==> src/rtl/operand_mux_pipe.sv <==
// Operand select mux with a registered 2-entry skid-buffer output stage.
// Out-of-range selects produce a zero operand and raise a sticky error flag.
module operand_mux_pipe #(
  parameter int unsigned WIDTH  = 32,
  parameter int unsigned NUM_IN = 4,
  localparam int unsigned SEL_W = (NUM_IN > 2) ? $clog2(NUM_IN) : 1
) (
  input  logic                    clk,
  input  logic                    rst_n,
  input  logic                    in_valid,
  output logic                    in_ready,
  input  logic [SEL_W-1:0]        sel,
  input  logic [NUM_IN*WIDTH-1:0] src_bus,
  output logic                    out_valid,
  input  logic                    out_ready,
  output logic [WIDTH-1:0]        opr,
  output logic [SEL_W-1:0]        opr_sel,
  output logic                    bad_sel,
  input  logic                    clr_err
);

  localparam bit             Pow2    = (NUM_IN == (1 << SEL_W));
  localparam logic [SEL_W:0] NumInW  = (SEL_W + 1)'(NUM_IN);

  typedef enum logic [1:0] {StEmpty, StOne, StFull} state_e;

  state_e             state_q, state_d;
  logic [WIDTH-1:0]   main_opr_q, main_opr_d, skid_opr_q, skid_opr_d;
  logic [SEL_W-1:0]   main_sel_q, main_sel_d, skid_sel_q, skid_sel_d;
  logic               in_ready_q, in_ready_d;
  logic               bad_sel_q, bad_sel_d;
  logic [WIDTH-1:0]   mux_opr;
  logic               sel_bad;
  logic               accept, deliver;

  // Selects with no matching source fall through to the zero default.
  always_comb begin
    mux_opr = '0;
    for (int unsigned i = 0; i < NUM_IN; i++) begin
      if (sel == i[SEL_W-1:0]) mux_opr = src_bus[i*WIDTH +: WIDTH];
    end
  end

  assign sel_bad   = Pow2 ? 1'b0 : ({1'b0, sel} >= NumInW);
  assign out_valid = (state_q != StEmpty);
  assign accept    = in_valid && in_ready_q;
  assign deliver   = out_valid && out_ready;

  always_comb begin
    state_d    = state_q;
    main_opr_d = main_opr_q;
    main_sel_d = main_sel_q;
    skid_opr_d = skid_opr_q;
    skid_sel_d = skid_sel_q;
    unique case (state_q)
      StEmpty: begin
        if (accept) begin
          main_opr_d = mux_opr;
          main_sel_d = sel;
          state_d    = StOne;
        end
      end
      StOne: begin
        if (accept && deliver) begin
          main_opr_d = mux_opr;
          main_sel_d = sel;
        end else if (accept) begin
          skid_opr_d = mux_opr;
          skid_sel_d = sel;
          state_d    = StFull;
        end else if (deliver) begin
          state_d = StEmpty;
        end
      end
      StFull: begin
        if (deliver) begin
          main_opr_d = skid_opr_q;
          main_sel_d = skid_sel_q;
          state_d    = StOne;
        end
      end
      default: state_d = StEmpty;
    endcase
  end

  // Ready is registered off the next state so an accept can never overfill.
  assign in_ready_d = (state_d != StFull);

  // Set has priority over clear.
  always_comb begin
    bad_sel_d = bad_sel_q;
    if (accept && sel_bad) bad_sel_d = 1'b1;
    else if (clr_err)      bad_sel_d = 1'b0;
  end

  always_ff @(posedge clk) begin
    if (!rst_n) begin
      state_q    <= StEmpty;
      main_opr_q <= '0;
      main_sel_q <= '0;
      skid_opr_q <= '0;
      skid_sel_q <= '0;
      in_ready_q <= 1'b0;
      bad_sel_q  <= 1'b0;
    end else begin
      state_q    <= state_d;
      main_opr_q <= main_opr_d;
      main_sel_q <= main_sel_d;
      skid_opr_q <= skid_opr_d;
      skid_sel_q <= skid_sel_d;
      in_ready_q <= in_ready_d;
      bad_sel_q  <= bad_sel_d;
    end
  end

  assign in_ready = in_ready_q;
  assign opr      = main_opr_q;
  assign opr_sel  = main_sel_q;
  assign bad_sel  = Pow2 ? 1'b0 : bad_sel_q;

endmodule

==> config.mk <==
export PLATFORM = sky130hd
export DESIGN_NAME = operand_mux_pipe
export DESIGN_NICKNAME = d
export VERILOG_FILES = /design/src/rtl/operand_mux_pipe.sv
export SDC_FILE = /design/constraint.sdc
export NUM_CORES = 1
export LEC_CHECK = 0
export CORE_MARGIN = 1
export CORE_UTILIZATION = 48
export CTS_BUF_LIST = sky130_fd_sc_hd__clkbuf_8
export DETAILED_ROUTE_END_ITERATION = 8
export GPL_TIMING_DRIVEN = 0
export PLACE_DENSITY = 0.95
export SLEW_MARGIN = 20
export SYNTH_ARGS = -nofsm -noshare
export SYNTH_HDL_FRONTEND = slang
export SYNTH_SLANG_ARGS = --single-unit
==> constraint.sdc <==
create_clock -name clk -period 4.2 [get_ports clk]
set_input_delay 1.05 -clock clk [delete_from_list [all_inputs] [get_ports clk]]
set_output_delay 1.05 -clock clk [all_outputs]
set_load 0.02 [all_outputs]
==> flow_summary.toml <==
[outcome]
outcome = "finished, final reports clean"

[worst_hold_path]
hold_class = "flip-flop to flip-flop"

[timing]
fin_tns_setup_ns = 0
setup_viol = 0
setup_slack_ns = 1.420
final-max-slew-violation-count = 0
final.setup_skew_ns = 0.009375
whs_ns = 0.4746
slew_headroom_pct = 61.17
fin_crit_sh_pct = 66.18
min_period_ns = 2.780
hold_viol_final = 0
clock.fmax_ghz = 0.3597
rsz0062_at_grt = "false"
worst_pin_slew_ns = 0.5790

[pwr]
switching_share_pct = 28.50
p_switching_uw = 477.0
p_per_area_nw_per_um2 = 277.7
power.total_uw = 1674
p_leak_uw = 0.002338
combPwrFrac_pct = 28.4
pwr-share-seq_pct = 43.3
ir_drop_v = 0.0001834
clkPwrFrac_pct = 28.3
internal_power_uw = 1197

[synthesis]
postSynthNetCount = 577
synth_top_flop_cell = "dfxtp_1"
synth_top_area_cell = "dfxtp_1"
synth_top_area_share_pct = 35.00
synth.distinct_cells = 34
ys_top_cells_by_area = "dfxtp_1 (35%), mux2i_1 (8.6%), mux2_2 (8.6%)"
synth_edf_count = 0
avgSynthCellArea_um2 = 9.189
synth_seq_cells = 71
synthesis.instances = 442
syn_area_um2 = 4061
async_flop_share_pct = 0
yosysSeqAreaShare_pct = 35.00
synth_warnings = 0

[critical_path]
worstPathRequired_ns = 4.46
worstSetupStartpointType = "primary input"
critical-path-max-stage-delay_ns = 0.60
slowest_stage = "clkdlybuf4s50_1"
cp.arrival_ns = 3.04
r2r_slack_ns = 2.29
crit_family = "buffers and inverters"
crit_chain = "clkdlybuf4s50_1 > nor2b_4 > o31ai_2 > clkbuf_1 > o21ai_0 > a31oi_1"
crit_type = "primary input to flip-flop"
crit_buf_inv = 2
end_kind = "flip-flop"
crit_path_max_fanout = 10

[floorplan]
die_area_um2 = 8833
io_pins = 172
rows = 33
initial_core_util_pct = 49.43
core-area_um2 = 8217
die_y_um = 93.99
dieWidth_um = 93.99

[clock_tree]
post-cts-setup-buffer-count = 0
clock_sinks = 71
htree_levels = 3
holdBufCountCts = 0
ctsLongestPathBuffers = 2
postCtsResizedCells = 0
clkTransAtPathRegs_ns = 0.07
clk_latency_ns = 0.34
root_buffer = "clkbuf_8"
cts-buffers-inserted = 9
cts_tree = "yes"

[drt]
wl_mm = 13.33
drc = 0
drt-pass1-iter-count = 4
drtAntennaViolNets = 0
avgViaCountPerCell = 6.008
dr.first_iter.drc_count = 286
vias = 4380
wl_per_cell_um = 18.28

[placement]
gp_congestion = 0.8653
hpwl_mm = 9.814
place_ws_ns = 1.113
placedCellCount = 714
io_buffers = 167

[global_route]
grtUsageTotal_pct = 30.19
grt_max_degree = 12
first_global_vias = 4346
grt_overflow = 0
antenna_found_initial = 0
grt_pass1_wl_mm = 20.59

[final_layout]
fin_cells = 729
antennaDiodeCount = 0
seq_area_um2 = 1421
fill_cells = 615
area_delta_synth_final_pct = 48.40
drive_gt1_share_pct = 17.31
layout.nets = 755
multi_input_area_um2 = 2357

[job]
maxCapViolCount = 0
-- power by group through the flow --
| stage | Combinational [µW] | Sequential, µW | Clock (µW) |
|---|---|---|---|
| 6_report | 476 | 724 | 474 |
| 3_5_place_dp | 472 | 738 | 0 |
| 3_3_place_gp | 457 | 737 | 0 |
| 4_1_cts | 474 | 723 | 474 |
| 2_1_floorplan | 207 | 767 | 0 |
| 5_1_grt | 505 | 727 | 510 |
-- stage by stage --
step / cell area (µm²) / util [%]
floorplan: 4061 / -
global placement: 5864 / 71.37
detailed placement: 5864 / 71.37
CTS: 6027 / 73.35
global route: 6027 / 73.35
finish: 6027 / 73.35
-- worst paths after layout --
path,from,to,depth (start not counted)
worst max-delay path,out_ready,opr[1],6
worst min-delay path,skid_opr_q[19],skid_opr_q[19],1
worst max register to register,state_q[0],opr[1],5
worst min register to register,skid_opr_q[19],skid_opr_q[19],1
-- cell usage after synthesis, types with 2 or more instances --
library cell,number
a2bb2oi_1,32
o211a_1,2
and2_1,3
clkbuf_1,24
a31oi_1,32
mux2_2,31
o21ai_0,29
buf_6,7
o21ai_1,3
buf_2,12
nand3_1,33
or2_2,31
mux2i_1,35
nor2b_1,5
a32o_1,32
buf_4,6
dfxtp_1,71
nand2_1,38
-- flip-flops by register name, summed over array words and instances (netlist names) --
register / count
in_ready: 1
opr: 32
opr_sel: 2
skid_opr_q: 32
skid_sel_q: 2
state_q: 2
-- area by class of cell --
type,count,area share [%]
plain buffers,50,4.629
clock buffers,10,2.284
well taps,105,2.180
inverters,1,0.06228
clock inverters,5,0.4152
flip-flops and latches,71,23.58
multi-input cells,320,39.11
repair buffers,167,27.74
-- cell families (layout without fill, tap and decap cells) --
kind of cell / count (synthesis) / count (layout) / share of synthesized area [%]
DFF: 71 / 71 / 35.00
and+or+nand+nor: 117 / 117 / 15.25
buffers and inverters: 51 / 233 / 6.962
other: 1 / 1 / 0.09233
muxes: 67 / 67 / 17.59
AOI/OAI and AO/OA: 135 / 135 / 25.11
-- cells in the final DEF (no fill, tap or decap), drive strengths merged --
master         count
clkdlybuf4s50    167
dfxtp             71
nand2             38
mux2i             35
clkbuf            35
nand3             33
or2               33
a32o              32
a2bb2oi           32
a31oi             32
mux2              32
o21ai             32
buf               25
nor2b              6
clkinv             5
and2               3
o211a              2
nor3b              1
inv                1
nand3b             1
o31ai              1
nand2b             1
nand4b             1
a21oi              1
o211ai             1
o21a               1
o22ai              1
conb               1
-- per-layer routing --
layer	routed length (µm)	GRT usage (%)	up-vias	part of all wire [%]
li1	-	-	2019	-
met1	5010	34.08	2069	38
met2	6804	54.20	259	51
met3	1183	6.068	33	8.9
met4	327	13.85	0	2.5
met5	0	0	-	0
(Power assumes the default switching activity.)
